--- src/rtl/cs_branch_logic_pkg.sv ---
// Shared encodings for the microsequencer control-branch logic:
// COND field, next-address type, PSR bit positions and halt FSM states.
package cs_branch_logic_pkg;

    localparam logic [2:0] COND_NEXT    = 3'b000;
    localparam logic [2:0] COND_N       = 3'b001;
    localparam logic [2:0] COND_Z       = 3'b010;
    localparam logic [2:0] COND_V       = 3'b011;
    localparam logic [2:0] COND_C       = 3'b100;
    localparam logic [2:0] COND_IR13    = 3'b101;
    localparam logic [2:0] COND_JUMP    = 3'b110;
    localparam logic [2:0] COND_DECODE  = 3'b111;

    localparam logic [1:0] TIPO_NEXT    = 2'b00;
    localparam logic [1:0] TIPO_JUMP    = 2'b01;
    localparam logic [1:0] TIPO_DECODE  = 2'b10;

    localparam int unsigned PSR_N = 3;
    localparam int unsigned PSR_Z = 2;
    localparam int unsigned PSR_V = 1;
    localparam int unsigned PSR_C = 0;

    localparam logic [0:0] ST_RUN  = 1'b0;
    localparam logic [0:0] ST_HALT = 1'b1;

endpackage

--- src/rtl/cs_branch_cond_eval.sv ---
// Pure combinational COND evaluation: COND x registered PSR x IR13 -> next-address type.
module cs_branch_cond_eval
    import cs_branch_logic_pkg::*;
(
    input  logic [2:0] i_cond,
    input  logic [3:0] i_psr,
    input  logic       i_ir13,
    output logic [1:0] o_tipo
);

    logic w_taken;

    always_comb begin
        w_taken = 1'b0;
        o_tipo  = TIPO_NEXT;
        case (i_cond)
            COND_NEXT:   w_taken = 1'b0;
            COND_N:      w_taken = i_psr[PSR_N];
            COND_Z:      w_taken = i_psr[PSR_Z];
            COND_V:      w_taken = i_psr[PSR_V];
            COND_C:      w_taken = i_psr[PSR_C];
            COND_IR13:   w_taken = i_ir13;
            COND_JUMP:   w_taken = 1'b1;
            default:     w_taken = 1'b0;
        endcase
        if (i_cond == COND_DECODE) begin
            o_tipo = TIPO_DECODE;
        end else if (w_taken) begin
            o_tipo = TIPO_JUMP;
        end
    end

endmodule

--- src/rtl/cs_branch_logic.sv ---
// Control-branch logic: next-address type/jump/CSAI generation, PSR register,
// sticky self-loop halt detector and saturating microcycle counter.
module cs_branch_logic
    import cs_branch_logic_pkg::*;
#(
    parameter int unsigned DATAWIDTH_CSADDRESS = 11,
    parameter int unsigned DATAWIDTH_COND      = 3,
    parameter int unsigned DATAWIDTH_CBL       = 2,
    parameter int unsigned DATAWIDTH_CNT       = 16
) (
    input  logic                           CSADDRESS_CLOCK_50,
    input  logic                           CSADDRESS_ResetInHigh_In,
    input  logic [DATAWIDTH_CSADDRESS-1:0] CSBRANCH_CSAddress_InBus,
    input  logic [DATAWIDTH_COND-1:0]      CSBRANCH_Cond_InBus,
    input  logic [DATAWIDTH_CSADDRESS-1:0] CSBRANCH_JumpAddr_InBus,
    input  logic                           CSBRANCH_LoadCC_In,
    input  logic [3:0]                     CSBRANCH_AluFlags_InBus,
    input  logic                           CSBRANCH_IR13_In,
    output logic [DATAWIDTH_CBL-1:0]       CSBRANCH_Tipo_OutBus,
    output logic [DATAWIDTH_CSADDRESS-1:0] CSBRANCH_JumpAddress_OutBus,
    output logic [DATAWIDTH_CSADDRESS-1:0] CSBRANCH_CSAI_OutBus,
    output logic [3:0]                     CSBRANCH_Psr_OutBus,
    output logic                           CSBRANCH_Halt_Out,
    output logic [DATAWIDTH_CNT-1:0]       CSBRANCH_Count_OutBus
);

    logic [0:0]               r_state;
    logic [3:0]               r_psr;
    logic [DATAWIDTH_CNT-1:0] r_count;

    logic [0:0]               w_state_next;
    logic [1:0]               w_tipo_eval;
    logic                     w_halted;
    logic                     w_self_loop;
    logic                     w_cnt_sat;

    cs_branch_cond_eval u_cond_eval (
        .i_cond (CSBRANCH_Cond_InBus),
        .i_psr  (r_psr),
        .i_ir13 (CSBRANCH_IR13_In),
        .o_tipo (w_tipo_eval)
    );

    assign w_halted    = (r_state == ST_HALT);
    assign w_self_loop = (CSBRANCH_Cond_InBus == COND_JUMP) &&
                         (CSBRANCH_JumpAddr_InBus == CSBRANCH_CSAddress_InBus);
    assign w_cnt_sat   = (r_count == {DATAWIDTH_CNT{1'b1}});

    always_comb begin
        w_state_next = r_state;
        if (r_state == ST_RUN && w_self_loop) begin
            w_state_next = ST_HALT;
        end
    end

    // Halted: spin on the current address so the sequencer stays frozen.
    always_comb begin
        if (w_halted) begin
            CSBRANCH_Tipo_OutBus        = TIPO_JUMP;
            CSBRANCH_JumpAddress_OutBus = CSBRANCH_CSAddress_InBus;
        end else begin
            CSBRANCH_Tipo_OutBus        = w_tipo_eval;
            CSBRANCH_JumpAddress_OutBus = CSBRANCH_JumpAddr_InBus;
        end
    end

    assign CSBRANCH_CSAI_OutBus  = CSBRANCH_CSAddress_InBus + DATAWIDTH_CSADDRESS'(1);
    assign CSBRANCH_Psr_OutBus   = r_psr;
    assign CSBRANCH_Halt_Out     = w_halted;
    assign CSBRANCH_Count_OutBus = r_count;

    always_ff @(posedge CSADDRESS_CLOCK_50 or posedge CSADDRESS_ResetInHigh_In) begin
        if (CSADDRESS_ResetInHigh_In) begin
            r_state <= ST_RUN;
            r_psr   <= 4'b0000;
            r_count <= '0;
        end else begin
            r_state <= w_state_next;
            if (CSBRANCH_LoadCC_In && !w_halted) begin
                r_psr <= CSBRANCH_AluFlags_InBus;
            end
            if (!w_halted && !w_cnt_sat) begin
                r_count <= r_count + DATAWIDTH_CNT'(1);
            end
        end
    end

endmodule

--- config.mk ---
export PLATFORM = sky130hd
export DESIGN_NAME = cs_branch_logic
export DESIGN_NICKNAME = d
export VERILOG_FILES = /design/src/rtl/cs_branch_logic_pkg.sv /design/src/rtl/cs_branch_cond_eval.sv /design/src/rtl/cs_branch_logic.sv
export SDC_FILE = /design/constraint.sdc
export NUM_CORES = 1
export LEC_CHECK = 0
export CAP_MARGIN = 0
export CORE_AREA = 4 4 58 86
export DETAILED_ROUTE_END_ITERATION = 8
export DIE_AREA = 0 0 62 90
export GPL_TIMING_DRIVEN = 0
export PLACE_DENSITY = 0.86
export REMOVE_ABC_BUFFERS = 1
export SLEW_MARGIN = 20
export SYNTH_ARGS = -nofsm -noshare
export SYNTH_HDL_FRONTEND = slang
export SYNTH_HIERARCHICAL = 1
export SYNTH_SLANG_ARGS = --single-unit
--- constraint.sdc ---
create_clock -name CSADDRESS_CLOCK_50 -period 1.5 [get_ports CSADDRESS_CLOCK_50]
set_input_delay 0.15 -clock CSADDRESS_CLOCK_50 [delete_from_list [all_inputs] [get_ports CSADDRESS_CLOCK_50]]
set_output_delay 0.15 -clock CSADDRESS_CLOCK_50 [all_outputs]
set_load 0.005 [all_outputs]
-- After elaboration in Yosys (flattened, before gate mapping)
Cells that the tools add are included.
- flip-flop bits (word level): 21
- logic and storage cells: 26
- output and inout port bits: 45
- input bits: 33
- eq/ne operators: 9
- reduce and logical (&&, ||, !) cells: 6
- $add $sub $neg: 2
- bitwise operators: 1
- multiplexer cells: 5
- operators with widths (operator ; count):
    16-bit by 1-bit adder with 16-bit output (second input constant) ; 1
    16-bit equality test (second input constant) ; 1
    3-bit equality test (second input constant) ; 4
    11-bit by 1-bit adder with 11-bit output (second input constant) ; 1
    11-bit equality test ; 1
    11-bit two-way mux ; 1
    3-bit by 2-bit equality test with 1-bit output (second input constant) ; 2
    1-bit case mux with 6 select lines ; 1
    1-bit logical AND ; 4
    2-bit two-way mux ; 2
    3-bit by 1-bit equality test with 1-bit output (second input constant) ; 1
    1-bit logical NOT ; 2
    1-bit two-way mux ; 1
    1-bit inverter ; 1

-- Depth between registers and ports, before layout
Gate-level depths: netlist of the first run.
- depth in word-level cells: 5
- depth in mapped cells: 5
- mapped depth without buffers: 5

-- Hierarchy
The synthesis of the first run kept the hierarchy.
- modules (own cells, without submodules) (module ; sequential area each (um^2) ; times used ; cells an instance ; area each (um^2)):
    cs_branch_logic ; 525.5 ; 1 ; 140 ; 1417.6
    cs_branch_cond_eval ; 0.0 ; 1 ; 9 ; 60.1

-- Worst setup path before layout of the first run
OpenSTA, ideal clock, no wires.
- kind: register -> register
- start point: register r_state, in the netlist CSBRANCH_Halt_Out
- end point: register r_count[15], in the netlist CSBRANCH_Count_OutBus[15]
- library setup time: 125 ps
- slack: -138 ps
- cell stages (with the launch flop): 6
- arrival time: 1513 ps
- required time: 1375 ps
- clock period less this slack: 1638 ps
- path buffers: 1
- path through: dfrtp_1 -> buf_2 -> and3b_1 -> nand3_1 -> nor4_1 -> mux2_2
- cells in the longest elaborated chain, start to end: 2
- RTL lines (item ; RTL line ; source):
    from (decl) ; cs_branch_logic.sv:27 ; logic [0:0] r_state;
    from (signal assigned) ; cs_branch_logic.sv:78 ; r_state <= w_state_next;
    1-bit logical NOT ; cs_branch_logic.sv:82 ; if (!w_halted && !w_cnt_sat) begin
    1-bit logical AND ; cs_branch_logic.sv:82 ;
    to (signal assigned) ; cs_branch_logic.sv:83 ; r_count <= r_count + DATAWIDTH_CNT'(1);
    to (decl) ; cs_branch_logic.sv:29 ; logic [DATAWIDTH_CNT-1:0] r_count;
No other way between the ends.
A chain may end at the register's enable or synchronous reset.

-- Worst setup path after layout of the first run
Ends and elaborated chain as after synthesis.

==> flow_metrics.tcl, run 1 <==
set metrics [dict create \
    fin_crit_sh_pct 108 \
    h-tree-depth 1 \
    core_area_mm2 0.00425 \
    grt_first_pass_wirelength_um 7800 \
    violations "setup timing" \
    cts_buffers 3 \
    rsz0062_at_grt "yes" \
    worst_pin_slew_ns 0.816 \
    grt_overflow 0 \
    postSynthCellCount 149 \
    leakage_nw 1.21 \
    synth_seq_area_share_pct 35.6 \
    ys_ff_latch 21 \
    p_per_area_mw_per_mm2 911 \
    rows 29 \
    synth_ff_type "dfrtp_1" \
    synth_edf_count 0 \
    multi_input_area_mm2 0.00115 \
    regArea_um2 538 \
    hold_violations 0 \
    cts_root_buffer "clkbuf_8" \
    ys_types 36 \
    track_usage_pct 18.4 \
    drive_gt1_share_pct 42.8 \
    crit_chain "buf_6 -> and3b_2 -> nand3_4 -> nor4_4 -> mux2_4" \
    numPortBuffers 77 \
    dr.first_iter.drc_count 46 \
    vias 1602 \
    yosys-top-cells-count "21 x dfrtp_1, 17 x xnor2_1, 16 x mux2_2" \
    fmax_mhz 616 \
    ant_nets 0 \
    design_power_total_w 0.00251 \
    relSlewSlack_pct 45.6 \
    dpl.hpwl_um 3210 \
    status "finished, violations left" \
    die_w_um 62 \
    setup_violations 11 \
    drv_slew 0 \
    finalInstanceArea_mm2 0.00275 \
    chipHeight_um 90 \
    hold_buffers 0 \
    startpoint_type "register" \
    finalWorstSetupSlack_ns -0.122 \
    crit_path_top_delay_cell "dfrtp_4" \
    synth_area_leaders "dfrtp_1 36%, mux2_2 12%, xnor2_1 10%, xor2_1 8.3%, nand3_1 4.4%" \
    arrival_ns 1.78 \
    crit_required_ns 1.66 \
    cts_tree "done" \
    final-instance-count-excl-fill 303 \
    dpl.cell_count 270 \
    hold_path_class "primary input to async pin" \
    clkSinkCount 21 \
    die-area_mm2 0.00558 \
    initial_utilization_pct 34.8 \
    period_minus_slack_ns 1.62 \
    fillers 332 \
    grt_start_max_net_pins 22 \
    antenna_found_initial 0 \
    finClkSkew_ns 0.00749 \
    placed_cell_area_mm2 0.00230 \
    ir_drop_v 0.000812 \
    clk_latency_ns 0.27 \
    cp-end-kind "register" \
    wl_per_cell_um 16.2 \
    first_global_vias 1695 \
    drt-pass1-iter-count 4 \
    yosysTopAreaCellShare_pct 35.6 \
    yosysWarnings 6 \
    synthToLayoutAreaGrowth_pct 86.0 \
    critPathKind "register to register" \
    clockBufferDepth 2 \
    wl_um 4910 \
    post-synth-top-count-cell "dfrtp_1" \
    ioPinCount 78 \
    gp_routability_congestion 0.772 \
    postSynthAreaPerCell_um2 9.92 \
    syn_area_mm2 0.00148 \
    cap_violations 0 \
    drc 0 \
    path_buf_inv 1 \
    diodes 0 \
    setup-tns-final_ns -0.595 \
    crit_path_max_fanout 7 \
    final_nets 293 \
    cts.clk_slew.worst_paths_ns 0.09 \
    yosys.area.top_type "dfrtp_1" \
    async_flop_share_pct 100 \
    cp_top_family "simple AND/OR/NAND/NOR gates" \
    viasPerCell 5.29 \
    cpPeakStageDelay_ns 0.49 \
    utilization_pct 64.8 \
]
path summary, 6_finish.rpt:
kind	start	to	slack [ns]	depth (start not counted)
min in group CSADDRESS_CLOCK_50	CSBRANCH_CSAddress_InBus[0]	CSBRANCH_Halt_Out	0.46	5
max reg2reg	CSBRANCH_Halt_Out	CSBRANCH_Count_OutBus[15]	-0.12	5
min	CSADDRESS_ResetInHigh_In	CSBRANCH_Halt_Out	0.34	2
min reg2reg	CSBRANCH_Count_OutBus[7]	CSBRANCH_Count_OutBus[7]	0.52	1
max	CSBRANCH_Halt_Out	CSBRANCH_Count_OutBus[15]	-0.12	5
max in group asynchronous	CSADDRESS_ResetInHigh_In	CSBRANCH_Halt_Out	0.57	2
layer usage:
metal  vias up  GRT usage, %  wire length [um]
li1        754             -                 -
met1       750          18.2              1620
met2        83          32.6              2670
met3        15          6.16               461
met4         0          7.61               152
met5         -             0                 0
repair_timing:
item                                    CTS  global route
buffers inserted                         23             8
gates resized for setup                 133            25
endpoints found under the setup margin   44            29
pin swaps                                 9            13
cell type report:
class / instances / share of cell area, %
multi-input combinational: 121 / 41.8
timing repair buffer: 106 / 34.2
sequential: 21 / 19.6
tap: 46 / 2.09
clock buffer: 3 / 1.50
inverter: 5 / 0.683
clock inverter: 1 / 0.182
worst register-to-register path, delay by kind of cell, from the launching register on:
kind | cells | cell delay [ns]
buf+inv | 1 | 0.14
mux | 1 | 0.33
simple gates | 3 | 0.56
flops | 1 | 0.49
kinds of logic after synthesis:
logic type | count (synthesis) | synth area share, %
AND/OR/NAND/NOR | 61 | 24.0
multiplexers | 18 | 13.9
AO/OA/AOI/OAI | 9 | 4.57
XOR/XNOR | 31 | 18.4
adder cells (fa/ha/maj) | 2 | 1.69
buffers and inverters | 7 | 1.86
flip-flops | 21 | 35.6
cells in the final DEF (no fill, tap or decap), types with 2 or more instances in the layout:
cell,instances
clkdlybuf4s50_1,42
buf_4,25
xnor2_1,17
mux2_2,14
xor2_1,14
dfrtp_1,13
buf_2,12
dlygate4sd2_1,10
nand2_1,9
nor2_1,9
nand3_1,8
dfrtp_2,7
buf_6,6
nand3_4,5
inv_1,5
nand4_1,4
nor4_4,4
mux2_4,3
clkbuf_8,3
clkdlybuf4s15_2,3
clkbuf_2,3
dlymetal6s2s_1,3
nor2_2,2
and3_1,2
nor2_4,2
nor3_1,2
nor4_2,2
ha_4,2
registers in the layout (all words and copies together), names as in the netlist:
signal	cells
CSBRANCH_Count_OutBus	16
CSBRANCH_Halt_Out	1
CSBRANCH_Psr_OutBus	4
stage by stage:
| stage | hold slack (ns) | setup WS [ns] |
|---|---|---|
| finish | 0.337 | -0.122 |
| global route | 0.422 | -0.158 |
| CTS | 0.374 | -0.148 |
| detailed placement | 0.516 | -0.811 |
| global placement | 0.500 | -0.792 |
| floorplan | 0.127 | -0.228 |
power by group:
group	internal [W]	total [W]	switching, W	leakage (nW)
Clock	0.000185	0.000385	0.000200	0.0255
Combinational	0.000759	0.00126	0.000496	0.934
Sequential	0.000690	0.000865	0.000174	0.256
Total	0.00163	0.00251	0.000870	1.21
(Power assumes the default switching activity.)
==> inputs of run 2 (changes only) <==
--- a/config.mk
+++ b/config.mk
@@ -5,7 +5,7 @@
 export SDC_FILE = /design/constraint.sdc
 export NUM_CORES = 1
 export LEC_CHECK = 0
-export CAP_MARGIN = 0
+export CAP_MARGIN = 20
 export CORE_AREA = 4 4 58 86
 export DETAILED_ROUTE_END_ITERATION = 8
 export DIE_AREA = 0 0 62 90
==> results of run 2 <==
Same layout as run 1: the final DEF is identical, and so are final timing and power.
